[src/rtl/rf_wb_arbiter_pkg.sv]
// Shared widths, grant encoding and writeback payload for the register-file
// writeback arbiter and its pending-write scoreboard.
package rf_wb_arbiter_pkg;

  localparam int unsigned DATA_W   = 32;
  localparam int unsigned ADDR_W   = 4;
  localparam int unsigned NUM_REGS = 15;
  localparam int unsigned CNT_W    = 2;

  localparam logic [ADDR_W-1:0] ILLEGAL_DEST = 4'd15;

  typedef enum logic {
    GNT_R0 = 1'b0,
    GNT_R1 = 1'b1
  } grant_e;

  typedef struct packed {
    logic [ADDR_W-1:0] dest;
    logic [DATA_W-1:0] data;
  } wb_req_t;

  function automatic logic dest_legal(input logic [ADDR_W-1:0] dest);
    return dest != ILLEGAL_DEST;
  endfunction

endpackage

[src/rtl/rf_pending_scoreboard.sv]
// Per-register outstanding-write counters: issue increments, landed register
// file write decrements; exposes the busy vector and the saturation stall.
module rf_pending_scoreboard
  import rf_wb_arbiter_pkg::*;
(
  input  logic                clk,
  input  logic                rst,
  input  logic                issue_valid,
  input  logic [ADDR_W-1:0]   issue_dest,
  input  logic                wb_valid,
  input  logic [ADDR_W-1:0]   wb_dest,
  output logic                issue_stall_c,
  output logic [NUM_REGS-1:0] busy_c
);

  localparam logic [CNT_W-1:0] CNT_MAX = '1;

  logic [CNT_W-1:0]    cnt_q [NUM_REGS];
  logic [CNT_W-1:0]    cnt_d [NUM_REGS];
  logic [NUM_REGS-1:0] inc_c;
  logic [NUM_REGS-1:0] dec_c;

  // Decrement for the register whose write lands this cycle.
  always_comb begin
    dec_c = '0;
    for (int i = 0; i < NUM_REGS; i++) begin
      dec_c[i] = wb_valid && (wb_dest == ADDR_W'(i));
    end
  end

  // A saturated counter only refuses an issue if no write is retiring it now.
  always_comb begin
    issue_stall_c = 1'b0;
    for (int i = 0; i < NUM_REGS; i++) begin
      if (issue_valid && (issue_dest == ADDR_W'(i)) &&
          (cnt_q[i] == CNT_MAX) && !dec_c[i]) begin
        issue_stall_c = 1'b1;
      end
    end
  end

  always_comb begin
    inc_c = '0;
    for (int i = 0; i < NUM_REGS; i++) begin
      inc_c[i] = issue_valid && !issue_stall_c && (issue_dest == ADDR_W'(i));
    end
  end

  // Counters saturate at both ends; a stray decrement at zero is ignored.
  always_comb begin
    for (int i = 0; i < NUM_REGS; i++) begin
      cnt_d[i] = cnt_q[i];
      unique case ({inc_c[i], dec_c[i]})
        2'b10: if (cnt_q[i] != CNT_MAX) cnt_d[i] = cnt_q[i] + CNT_W'(1);
        2'b01: if (cnt_q[i] != '0)      cnt_d[i] = cnt_q[i] - CNT_W'(1);
        default: cnt_d[i] = cnt_q[i];
      endcase
    end
  end

  always_ff @(posedge clk or posedge rst) begin
    if (rst) begin
      for (int i = 0; i < NUM_REGS; i++) begin
        cnt_q[i] <= '0;
      end
    end else begin
      for (int i = 0; i < NUM_REGS; i++) begin
        cnt_q[i] <= cnt_d[i];
      end
    end
  end

  always_comb begin
    busy_c = '0;
    for (int i = 0; i < NUM_REGS; i++) begin
      busy_c[i] = (cnt_q[i] != '0);
    end
  end

endmodule

[src/rtl/rf_wb_arbiter.sv]
// Round-robin arbiter sharing the register file write port between the ALU
// (r0) and load (r1) writeback paths, with a registered write port output.
module rf_wb_arbiter
  import rf_wb_arbiter_pkg::*;
(
  input  logic                clk,
  input  logic                rst,
  input  logic                r0_valid,
  input  logic [ADDR_W-1:0]   r0_dest,
  input  logic [DATA_W-1:0]   r0_data,
  output logic                r0_ready,
  input  logic                r1_valid,
  input  logic [ADDR_W-1:0]   r1_dest,
  input  logic [DATA_W-1:0]   r1_data,
  output logic                r1_ready,
  input  logic                issue_valid,
  input  logic [ADDR_W-1:0]   issue_dest,
  output logic                issue_stall,
  output logic                rf_we,
  output logic [ADDR_W-1:0]   rf_dest,
  output logic [DATA_W-1:0]   rf_data,
  output logic [NUM_REGS-1:0] busy,
  output logic                err_dest
);

  grant_e  last_grant_q, last_grant_d;
  wb_req_t wb_q, wb_d;
  logic    rf_we_q, rf_we_d;
  logic    err_dest_q, err_dest_d;
  wb_req_t win_req_c;
  logic    accept_c;

  // Under contention the requester that did not win last time is granted.
  always_comb begin
    r0_ready = r0_valid && (!r1_valid || (last_grant_q == GNT_R1));
    r1_ready = r1_valid && (!r0_valid || (last_grant_q == GNT_R0));
    accept_c = r0_ready || r1_ready;
  end

  always_comb begin
    win_req_c = '0;
    if (r0_ready) begin
      win_req_c.dest = r0_dest;
      win_req_c.data = r0_data;
    end else if (r1_ready) begin
      win_req_c.dest = r1_dest;
      win_req_c.data = r1_data;
    end
  end

  // Illegal destinations are still consumed but only raise err_dest.
  always_comb begin
    rf_we_d      = 1'b0;
    err_dest_d   = 1'b0;
    wb_d         = wb_q;
    last_grant_d = last_grant_q;
    if (accept_c) begin
      wb_d         = win_req_c;
      rf_we_d      = dest_legal(win_req_c.dest);
      err_dest_d   = !dest_legal(win_req_c.dest);
      last_grant_d = r0_ready ? GNT_R0 : GNT_R1;
    end
  end

  always_ff @(posedge clk or posedge rst) begin
    if (rst) begin
      last_grant_q <= GNT_R1;
      wb_q         <= '0;
      rf_we_q      <= 1'b0;
      err_dest_q   <= 1'b0;
    end else begin
      last_grant_q <= last_grant_d;
      wb_q         <= wb_d;
      rf_we_q      <= rf_we_d;
      err_dest_q   <= err_dest_d;
    end
  end

  assign rf_we    = rf_we_q;
  assign rf_dest  = wb_q.dest;
  assign rf_data  = wb_q.data;
  assign err_dest = err_dest_q;

  rf_pending_scoreboard u_scoreboard (
    .clk           (clk),
    .rst           (rst),
    .issue_valid   (issue_valid),
    .issue_dest    (issue_dest),
    .wb_valid      (rf_we_q),
    .wb_dest       (wb_q.dest),
    .issue_stall_c (issue_stall),
    .busy_c        (busy)
  );

endmodule

[config.mk]
export PLATFORM = sky130hd
export DESIGN_NAME = rf_wb_arbiter
export DESIGN_NICKNAME = d
export VERILOG_FILES = /design/src/rtl/rf_wb_arbiter_pkg.sv /design/src/rtl/rf_pending_scoreboard.sv /design/src/rtl/rf_wb_arbiter.sv
export SDC_FILE = /design/constraint.sdc
export NUM_CORES = 1
export LEC_CHECK = 0
export ABC_AREA = 1
export BUFFER_PORTS_ARGS = -buffer_cell sky130_fd_sc_hd__buf_4
export CORE_UTILIZATION = 40
export DETAILED_ROUTE_END_ITERATION = 6
export GPL_TIMING_DRIVEN = 0
export PLACE_DENSITY = 0.65
export SYNTH_ARGS = -nofsm -noshare
export SYNTH_HDL_FRONTEND = slang
export SYNTH_SLANG_ARGS = --single-unit
[constraint.sdc]
create_clock -name clk -period 2.3 [get_ports clk]
set_clock_uncertainty 0.1 [all_clocks]
set_input_delay 0.345 -clock clk [delete_from_list [all_inputs] [get_ports clk]]
set_output_delay 0.345 -clock clk [all_outputs]
set_load 0.01 [all_outputs]
==> results of run 1 <==
-- critical path, delay by kind of cell, from the launching register on --
kind	cells	cell delay (ps)
DFF	1	490
and+or+nand+nor	13	1260
buffers and inverters	3	430
-- layer usage --
metal / global-route usage / vias to the layer above
met5: 0 / -
met4: 0.108 / 0
met3: 0.0699 / 29
met2: 0.390 / 158
met1: 0.288 / 2077
li1: - / 2310
-- power groups by stage --
stage	Clock, mW	Combinational (mW)	Sequential, mW
detailed placement	0	1.69	1.81
global placement	0	1.65	1.79
global route	1.24	2.13	1.86
CTS	1.18	1.79	1.80
finish	1.17	1.91	1.82
floorplan	0	0.913	1.81
-- synth_stat cells, drive strengths merged --
library cell / count
nand2: 263
nand3: 101
inv: 87
dfrtp: 68
nor2: 57
o21ai: 12
nand4: 8
buf: 7
clkbuf: 7
a21oi: 6
a22o: 4
nor3: 3
or2: 2
a21boi: 1
dfstp: 1
nand3b: 1
nor4: 1
o2111ai: 1
-- logic make-up (layout without fill, tap and decap cells) --
kind of cell	after synthesis	in the layout	synth area share
simple gates	436	436	0.446
buf+inv	101	281	0.0983
flops	69	69	0.421
compound gates	24	24	0.0345
-- timing repair --
item | in CTS | in global routing
hold buffers | 0 | 0
endpoints found under the setup margin | 31 | 32
setup buffers | 25 | 4
pin swaps | 6 | 22
resized for setup | 28 | 57
gates cloned | 0 | 2
-- state kept, by name, indices dropped and copies added, names as in the netlist --
name / cells
rf_data: 32
u_scoreboard.cnt_q: 30
rf_dest: 4
err_dest: 1
last_grant_q: 1
rf_we: 1
-- per-stage QoR --
| step | cell area (um^2) | utilization | setup TNS, ps | setup WS (ps) | hold WS [ps] |
|---|---|---|---|---|---|
| 3_3_place_gp | 5280 | 0.535 | -56980 | -803 | 357 |
| 5_1_grt | 6050 | 0.613 | -5230 | -231 | 95.4 |
| 4_1_cts | 5770 | 0.585 | -39.6 | -31.7 | 93.8 |
| 3_5_place_dp | 5280 | 0.536 | -3230 | -187 | 369 |
| 6_report | 6050 | 0.613 | -1790 | -121 | 60.4 |
| 2_1_floorplan | 4100 | - | 0 | 117 | 342 |
-- placed cells by master, fill, tap and decap left out, types with 8 or more instances in the layout --
cell / n
clkbuf_1: 8
nand2_1: 236
dfrtp_1: 64
buf_4: 160
inv_1: 81
nand3_1: 83
clkbuf_8: 11
nand4_1: 8
nor2_1: 43
nand2_2: 21
nand3_2: 17
-- final timing paths --
check	start	to	slack, ps
max reg2reg	rf_dest[0]	u_scoreboard.cnt_q[18]	-120
min in group clk	r1_data[12]	rf_data[12]	90
max	rf_dest[0]	u_scoreboard.cnt_q[18]	-120
max in group asynchronous	rst	rf_dest[2]	1430
min	rst	rf_data[29]	60
min reg2reg	u_scoreboard.cnt_q[15]	u_scoreboard.cnt_q[15]	380
-- layout make-up --
class / instances / area [um^2]
clock inverters: 3 / 67.6
multi-input cells: 460 / 2230
clock buffers: 13 / 159
well taps: 133 / 166
flip-flops and latches: 69 / 1730
inverters: 87 / 329
fillers: 871 / 3810
plain buffers: 13 / 76.3
repair buffers: 165 / 1290
==> insert_results.sql, run 1 <==
INSERT INTO impl_metrics (metric_group, metric, value, unit) VALUES
('setup_path', 'critical_path.most_common_cell', 'nand2_1', ''),
('global_route', 'track_usage', '0.237', ''),
('detailed_routing', 'met3RoutedLength', '965', 'um'),
('detailed_routing', 'post_drt_antenna_nets', '0', ''),
('die', 'floorplan.initialDensity', '0.416', ''),
('clock_network', 'cts_tree', 'built', ''),
('yosys', 'syn_nets', '711', ''),
('clock_network', 'cts-root-buf', 'clkbuf_8', ''),
('placement', 'port_buffers', '135', ''),
('sta', 'rsz0062_at_grt', 'yes', ''),
('yosys', 'synth.distinct_cells', '27', ''),
('power', 'internal_power', '3.05', 'mW'),
('die', 'floorplan.die.width', '103', 'um'),
('setup_path', 'r2r_cells', '16', ''),
('sta', 'normalized_max_slew_margin', '0.424', ''),
('setup_path', 'startpoint_type', 'register', ''),
('power', 'share_seq_of_total_power', '0.372', ''),
('yosys', 'yosys_warnings', '0', ''),
('sta', 'setup_viol', '26', ''),
('sta', 'maxClockFrequency', '413', 'MHz'),
('detailed_routing', 'num_vias', '4574', ''),
('detailed_routing', 'detail_route.iter0.violations', '206', ''),
('setup_path', 'critical_path_arrival', '2570', 'ps'),
('run_status', 'failing_checks', 'negative setup slack', ''),
('power', 'pwr-share-clk', '0.239', ''),
('power', 'power_density', '809', 'nW/um^2'),
('clock_network', 'cts-buffers-inserted', '9', ''),
('power', 'power.switching', '1.85', 'mW'),
('die', 'row_count', '36', ''),
('clock_network', 'clock_sinks', '69', ''),
('sta', 'fin_crit_sh', '1.05', ''),
('sta', 'worst_pin_slew', '863', 'ps'),
('die', 'chipHeight', '103', 'um'),
('die', 'core_area', '9860', 'um^2'),
('detailed_routing', 'wl_met1', '5130', 'um'),
('cells_and_area', 'nets', '886', ''),
('detailed_routing', 'post-route-drc-count', '0', ''),
('job', 'max_cap_violations', '0', ''),
('global_route', 'globalRouteOverflowTotal', '0', ''),
('detailed_routing', 'drt-vias-per-instance', '4.85', ''),
('global_route', 'antenna_found_initial', '0', ''),
('placement', 'hpwl', '8960', 'um'),
('yosys', 'syn-cell-area', '4100', 'um^2'),
('setup_path', 'critPathMaxFanout', '7', ''),
('detailed_routing', 'top_layer_used', 'met4', ''),
('global_route', 'maximum_number_of_pins_on_one_net_before_global_route_repair', '70', ''),
('detailed_routing', 'wl_met2', '6060', 'um'),
('placement', 'dp.cells', '898', ''),
('sta', 'timing.final.ws_setup', '-121', 'ps'),
('yosys', 'netlist.top_cell.by_area', 'dfrtp_1', ''),
('cells_and_area', 'syn2layout_area_growth', '47.5', '%'),
('cells_and_area', 'drive_above_1_share', '0.325', ''),
('power', 'swShare', '0.377', ''),
('sta', 'timing_hold_violations_final', '0', ''),
('power', 'p_leak', '3.35', 'nW'),
('detailed_routing', 'wire_per_inst', '13.2', 'um'),
('yosys', 'postSynthRegisterBits', '69', ''),
('global_route', 'first_global_vias', '4184', ''),
('clock_network', 'path_clk_slew', '80', 'ps'),
('yosys', 'synthTopCellsByArea', 'dfrtp_1 (42%), nand2_1 (24%), nand3_1 (12%)', ''),
('min_path', 'min-delay-path-class', 'in2async', ''),
('setup_path', 'required', '2450', 'ps'),
('yosys', 'synth.top_cell.area_share', '0.415', ''),
('sta', 'drv_slew', '0', ''),
('die', 'boundaryPins', '137', ''),
('placement', 'gp_routability_congestion', '0.863', ''),
('setup_path', 'timing_worst_setup_path_type', 'reg2reg', ''),
('cells_and_area', 'insertedDiodeCount', '0', ''),
('cells_and_area', 'post_layout_nonfiller_instances', '943', ''),
('run_status', 'status', 'finished, violations left', ''),
('setup_path', 'worst_path_largest_cell_delay', '490', 'ps');
No activity file was read; power rests on OpenSTA's default activity.
==> run 2: changes to the inputs <==
Settings changed: SETUP_SLACK_MARGIN set to 0.3.
==> run 2 against run 1 <==
Effect of this change:
- the flow still finishes with violations (negative setup slack)
- sequential share of layout area rose by 0.083 points
- final area fell by 0.29%
- power is 0.26% higher
- largest power group unchanged
==> insert_results.sql, run 2 (synthesized netlist as in run 1, its figures left out) <==
INSERT INTO impl_metrics (metric_group, metric, value, unit) VALUES
('setup_path', 'required', '2450', 'ps'),
('setup_path', 'worst_path_largest_cell_delay', '420', 'ps'),
('setup_path', 'crit_path_cell_trace', 'buf_4 -> nand3_2 -> inv_1 -> nand2_1 -> nand3_1 -> nand4_1 -> nor2_2 -> nand2_2 -> nor2_4 -> buf_12 -> clkbuf_16 -> nand2_1 -> nand3_1 -> nand2_1 -> nand2_1 -> nand2_1', ''),
('sta', 'fin_setup_tns', '-2320', 'ps'),
('run_status', 'failing_checks', 'negative setup slack', ''),
('cells_and_area', 'syn2layout_area_growth', '47.1', '%'),
('cells_and_area', 'nets', '886', ''),
('power', 'power_density', '814', 'nW/um^2'),
('die', 'die_area', '10700', 'um^2'),
('clock_network', 'depth_of_the_cts_h_tree', '3', ''),
('die', 'chipHeight', '103', 'um'),
('run_status', 'status', 'finished, violations left', ''),
('sta', 'drv_slew', '0', ''),
('die', 'core_area', '9860', 'um^2'),
('setup_path', 'timing_worst_setup_path_type', 'reg2reg', ''),
('global_route', 'grt_first_pass_wirelength', '19800', 'um'),
('die', 'boundaryPins', '137', ''),
('sta', 'setup_viol', '28', ''),
('sta', 'fin_crit_sh', '1.07', ''),
('detailed_routing', 'detail_route.first_pass.iterations', '5', ''),
('detailed_routing', 'detail_route.iter0.violations', '209', ''),
('clock_network', 'path_clk_slew', '90', 'ps'),
('setup_path', 'r2r_cells', '16', ''),
('detailed_routing', 'post_detailed_routing_wire_length', '12700', 'um'),
('power', 'fin_total_pwr', '4.91', 'mW'),
('clock_network', 'insertion_delay', '350', 'ps'),
('clock_network', 'cts_tree', 'built', ''),
('sta', 'min_clock_period_post_route', '2460', 'ps'),
('setup_path', 'setup.worst_path.end_class', 'register', ''),
('die', 'floorplan.initialDensity', '0.416', ''),
('global_route', 'first_global_vias', '4450', ''),
('setup_path', 'timing.critical_path.buf_inv', '4', ''),
('setup_path', 'timing.rr.end', 'u_scoreboard.cnt_q[18]', ''),
('sta', 'worst_pin_slew', '817', 'ps'),
('die', 'floorplan.die.width', '103', 'um'),
('job', 'max_cap_violations', '0', ''),
('sta', 'maxClockFrequency', '406', 'MHz'),
('global_route', 'track_usage', '0.242', ''),
('cells_and_area', 'final_design_area_no_fill', '6030', 'um^2'),
('detailed_routing', 'num_vias', '4622', ''),
('global_route', 'antenna_found_initial', '0', ''),
('cells_and_area', 'most-common-layout-cells', 'nand2_1 (243), buf_4 (160), nand3_1 (87)', ''),
('clock_network', 'cts-root-buf', 'clkbuf_8', ''),
('setup_path', 'path_delay_family', 'simple AND/OR/NAND/NOR gates', ''),
('sta', 'timing_hold_violations_final', '0', ''),
('global_route', 'maximum_number_of_pins_on_one_net_before_global_route_repair', '37', ''),
('clock_network', 'cts-buffers-inserted', '9', ''),
('detailed_routing', 'post_drt_antenna_nets', '0', ''),
('global_route', 'globalRouteOverflowTotal', '0', ''),
('setup_path', 'slowest_stage', 'dfrtp_2', ''),
('detailed_routing', 'wire_per_inst', '13.5', 'um'),
('placement', 'hpwl', '9160', 'um'),
('power', 'p_leak', '3.32', 'nW'),
('setup_path', 'r2r_start', 'rf_dest[1]', ''),
('power', 'peakVddDrop', '443', 'uV'),
('setup_path', 'regToRegSetupSlack', '-160', 'ps'),
('placement', 'port_buffers', '135', ''),
('min_path', 'min-delay-path-class', 'in2async', ''),
('clock_network', 'cts_hold_buf', '0', ''),
('placement', 'dpl-instance-area', '5330', 'um^2'),
('sta', 'timing.final.ws_setup', '-161', 'ps'),
('setup_path', 'critical_path.most_common_cell', 'nand2_1', ''),
('die', 'row_count', '36', ''),
('clock_network', 'clock_sinks', '69', ''),
('placement', 'gp_routability_congestion', '0.866', ''),
('cells_and_area', 'mostFrequentLayoutCell', 'nand2_1', ''),
('cells_and_area', 'insertedDiodeCount', '0', ''),
('detailed_routing', 'drt-vias-per-instance', '4.90', ''),
('cells_and_area', 'drive_above_1_share', '0.312', ''),
('setup_path', 'cell_count_along_the_critical_path', '16', ''),
('setup_path', 'critical_path_arrival', '2610', 'ps'),
('sta', 'rsz0062_at_grt', 'yes', ''),
('cells_and_area', 'max_ffs_per_register', '32', ''),
('setup_path', 'startpoint_type', 'register', ''),
('setup_path', 'setup.worst_path.start', 'rf_dest[1]', ''),
('setup_path', 'critPathMaxFanout', '6', ''),
('clock_network', 'cts_max_path_buffers', '2', ''),
('sta', 'normalized_max_slew_margin', '0.454', ''),
('detailed_routing', 'post-route-drc-count', '0', '');
## run 2: cell count changes in the layout (fill, tap and decap cells not counted), moves of 3 or more
cell,previous run,this run
nor2_1,43,40
nand3_1,83,87
nand3_2,17,13
clkbuf_1,8,5
a21oi_2,5,2
buf_6,6,2
nand2_1,236,243
a21oi_1,1,4
nand2_4,6,1
## run 2: how the worst max path moves through the flow
stage | slack [ps] | endpoint
after floorplan | 270 | u_scoreboard.cnt_q[16]
after global placement | -60 | u_scoreboard.cnt_q[28]
after detailed placement | -100 | u_scoreboard.cnt_q[16]
after CTS | 0.7 | issue_stall
after global routing | -280 | u_scoreboard.cnt_q[15]
final | -160 | u_scoreboard.cnt_q[18]
## run 2: metrics by stage
| step | hold slack (ps) | cells | util | setup WS (ps) |
|---|---|---|---|---|
| after floorplan | 342 | 630 | - | 265 |
| after global placement | 358 | 898 | 0.538 | -62.5 |
| after detailed placement | 366 | 899 | 0.540 | -102 |
| after CTS | 76.2 | 937 | 0.594 | 0.694 |
| after global routing | 94.9 | 943 | 0.611 | -276 |
| final | 45.5 | 943 | 0.611 | -161 |
## run 2: final cells by class
cell class	instances	area (um^2)
Clock buffer	10	138
Multi-Input combinational cell	460	2170
Buffer	14	98.8
Fill cell	846	3830
Sequential cell	69	1730
Tap cell	133	166
Timing Repair Buffer	164	1300
Inverter	87	333
Clock inverter	6	93.8
## run 2: what timing repair did
action | CTS | global route
setup buffers | 22 | 4
setup endpoints to repair | 33 | 32
gates resized for setup | 44 | 24
pin swaps | 9 | 7
gates cloned | 0 | 2
## run 2: metal layers
layer  vias up  part of all wire  global-route usage
met5         -                 0                   0
met1      2092              0.41               0.283
met3        35             0.058              0.0544
met4         0             0.032               0.114
li1       2313                 -                   -
met2       182              0.50               0.424
## run 2: power by group
part           internal, mW  leakage, nW  switching (mW)  total, mW
Sequential             1.54        0.836           0.281       1.82
Combinational         0.862         2.37            1.06       1.92
Clock                 0.650        0.113           0.515       1.17
Total                  3.05         3.32            1.86       4.91
==> run 3: changes to the inputs <==
Settings changed: CORE_MARGIN set to 10.
==> run 3 against run 2 <==
Effect of this change:
- the run still ends with negative setup slack left
- clock power barely moved
- count of clock-buffer cells in the layout rose by 2
- global-route usage fell by 4.7 points
- sequential power barely moved
- register-to-register slack improved by 110 ps
- worst hold slack got worse by 40 ps
- critical endpoint is now issue_stall
- largest cell class unchanged
==> insert_results.sql, run 3 (synthesized netlist as in run 1, its figures left out) <==
INSERT INTO impl_metrics (metric_group, metric, value, unit) VALUES
('run_status', 'status', 'finished, violations left', ''),
('run_status', 'failing_checks', 'negative setup slack', ''),
('sta', 'normalized_max_slew_margin', '0.483', ''),
('setup_path', 'worst_path_largest_cell_delay', '480', 'ps'),
('clock_network', 'clock_sinks', '69', ''),
('detailed_routing', 'num_vias', '4708', ''),
('die', 'boundaryPins', '137', ''),
('detailed_routing', 'post-route-drc-count', '0', ''),
('clock_network', 'cts_max_path_buffers', '2', ''),
('clock_network', 'depth_of_the_cts_h_tree', '3', ''),
('setup_path', 'r2r_start', 'rf_dest[1]', ''),
('setup_path', 'startpoint_type', 'register', ''),
('power', 'power_density', '806', 'nW/um^2'),
('clock_network', 'insertion_delay', '370', 'ps'),
('global_route', 'maximum_number_of_pins_on_one_net_before_global_route_repair', '38', ''),
('setup_path', 'critical_path.most_common_cell', 'buf_6', ''),
('cells_and_area', 'multi_input_gate_area_in_the_final_layout', '2340', 'um^2'),
('cells_and_area', 'drive_above_1_share', '0.348', ''),
('setup_path', 'regToRegSetupSlack', '-50', 'ps'),
('setup_path', 'crit_path_cell_trace', 'inv_4 -> buf_6 -> nand3_4 -> nor2_4 -> nor2_1 -> nand2_1 -> nand4_1 -> nor2_2 -> nand2_2 -> buf_6', ''),
('job', 'max_cap_violations', '0', ''),
('sta', 'drv_slew', '0', ''),
('cells_and_area', 'insertedDiodeCount', '0', ''),
('setup_path', 'required', '1860', 'ps'),
('setup_path', 'setup.worst_path.start', 'rf_dest[1]', ''),
('placement', 'hpwl', '10900', 'um'),
('global_route', 'grt_first_pass_wirelength', '23300', 'um'),
('detailed_routing', 'wire_per_inst', '15.3', 'um'),
('die', 'die_area', '14700', 'um^2'),
('sta', 'rsz0062_at_grt', 'yes', ''),
('placement', 'gp_routability_congestion', '0.900', ''),
('sta', 'min_clock_period_post_route', '2370', 'ps'),
('cells_and_area', 'nets', '890', ''),
('global_route', 'first_global_vias', '4942', ''),
('sta', 'setup_viol', '18', ''),
('setup_path', 'setup.worst_path.end_class', 'output port', ''),
('placement', 'port_buffers', '135', ''),
('sta', 'timing_hold_violations_final', '0', ''),
('clock_network', 'cts_tree', 'built', ''),
('clock_network', 'cts_hold_buf', '0', ''),
('cells_and_area', 'max_ffs_per_register', '32', ''),
('setup_path', 'timing_worst_setup_path_type', 'reg2out', ''),
('power', 'p_leak', '3.45', 'nW'),
('detailed_routing', 'post_detailed_routing_wire_length', '14500', 'um'),
('global_route', 'track_usage', '0.195', ''),
('sta', 'worst_pin_slew', '774', 'ps'),
('die', 'core_area', '9860', 'um^2'),
('cells_and_area', 'mostFrequentLayoutCell', 'nand2_1', ''),
('die', 'row_count', '36', ''),
('sta', 'fin_setup_tns', '-386', 'ps'),
('clock_network', 'cts-buffers-inserted', '9', ''),
('min_path', 'min-delay-path-class', 'in2async', ''),
('detailed_routing', 'post_drt_antenna_nets', '0', ''),
('setup_path', 'critPathMaxFanout', '6', ''),
('clock_network', 'cts-root-buf', 'clkbuf_8', ''),
('global_route', 'globalRouteOverflowTotal', '0', ''),
('detailed_routing', 'detail_route.iter0.violations', '247', ''),
('sta', 'fin_crit_sh', '1.03', ''),
('cells_and_area', 'most-common-layout-cells', 'nand2_1 (234), buf_4 (162), inv_1 (81)', ''),
('sta', 'timing.final.ws_setup', '-69.2', 'ps'),
('cells_and_area', 'syn2layout_area_growth', '52.1', '%'),
('global_route', 'antenna_found_initial', '0', ''),
('setup_path', 'slowest_stage', 'dfrtp_2', ''),
('die', 'floorplan.initialDensity', '0.416', ''),
('cells_and_area', 'finish.utilization', '0.632', ''),
('power', 'fin_total_pwr', '5.03', 'mW'),
('sta', 'maxClockFrequency', '422', 'MHz'),
('sta', 'fin_worst_hold_slack', '5.79', 'ps'),
('detailed_routing', 'drt-vias-per-instance', '4.98', ''),
('cells_and_area', 'sequential_cell_area', '1730', 'um^2'),
('setup_path', 'critical_path_arrival', '1920', 'ps'),
('cells_and_area', 'layout.filler_cells', '877', ''),
('die', 'chipHeight', '121', 'um'),
('die', 'floorplan.die.width', '121', 'um'),
('clock_network', 'path_clk_slew', '80', 'ps'),
('power', 'peakVddDrop', '361', 'uV'),
('detailed_routing', 'detail_route.first_pass.iterations', '5', '');
-- run 3: changes by cell type in the layout (fill, tap and decap cells not counted), sizes merged --
cell | previous run | this run
clkbuf | 18 | 21
inv | 88 | 86
clkinv | 1 | 0
buf | 170 | 173
-- run 3: power breakdown --
group          internal, mW  total, mW  switching [mW]
logic                 0.875       2.02            1.14
registers              1.54       1.82           0.279
clock network         0.694       1.19           0.496
-- run 3: path summary, 6_finish.rpt --
check / endpoint / cells past startpoint
worst max-delay path: issue_stall / 10
worst min-delay path: rf_data[27] / 2
worst max register to register: u_scoreboard.cnt_q[13] / 16
worst min register to register: rf_data[15] / 2
max in group asynchronous: last_grant_q / 3
min in group clk: rf_data[27] / 3
-- run 3: final cells by class --
type                            instances  share of cell area
Multi-Input combinational cell        460               0.376
Sequential cell                        69               0.278
Timing Repair Buffer                  168               0.211
Inverter                               87              0.0546
Tap cell                              133              0.0267
Clock buffer                           12              0.0265
Buffer                                 14              0.0169
Clock inverter                          3              0.0108
-- run 3: repair_timing --
| item | in CTS | in global routing |
|---|---|---|
| pin swaps | 14 | 20 |
| resized for setup | 65 | 56 |
| setup endpoints to repair | 33 | 37 |
| buffers inserted | 26 | 4 |
| cloned | 2 | 0 |
-- run 3: stage by stage --
step	instances	setup WS [ps]	area, um^2
2_1_floorplan	630	265	4130
6_report	946	-69.2	6240
5_1_grt	946	-185	6240
3_3_place_gp	898	-60.9	5310
4_1_cts	942	-37.2	5990
3_5_place_dp	899	-84.9	5330
-- run 3: worst max-delay path, delay by kind of cell (launching register included) --
| kind | cells | cell delay, ps |
|---|---|---|
| and+or+nand+nor | 7 | 720 |
| DFF | 1 | 480 |
| buffers and inverters | 3 | 370 |
-- run 3: layer usage --
| layer | vias up | GRT usage | wire length, um |
|---|---|---|---|
| li1 | 2315 | - | - |
| met2 | 194 | 0.316 | 6730 |
| met3 | 34 | 0.104 | 1730 |
| met4 | 0 | 0.0790 | 390 |
| met5 | - | 0 | 0 |
| met1 | 2165 | 0.210 | 5610 |
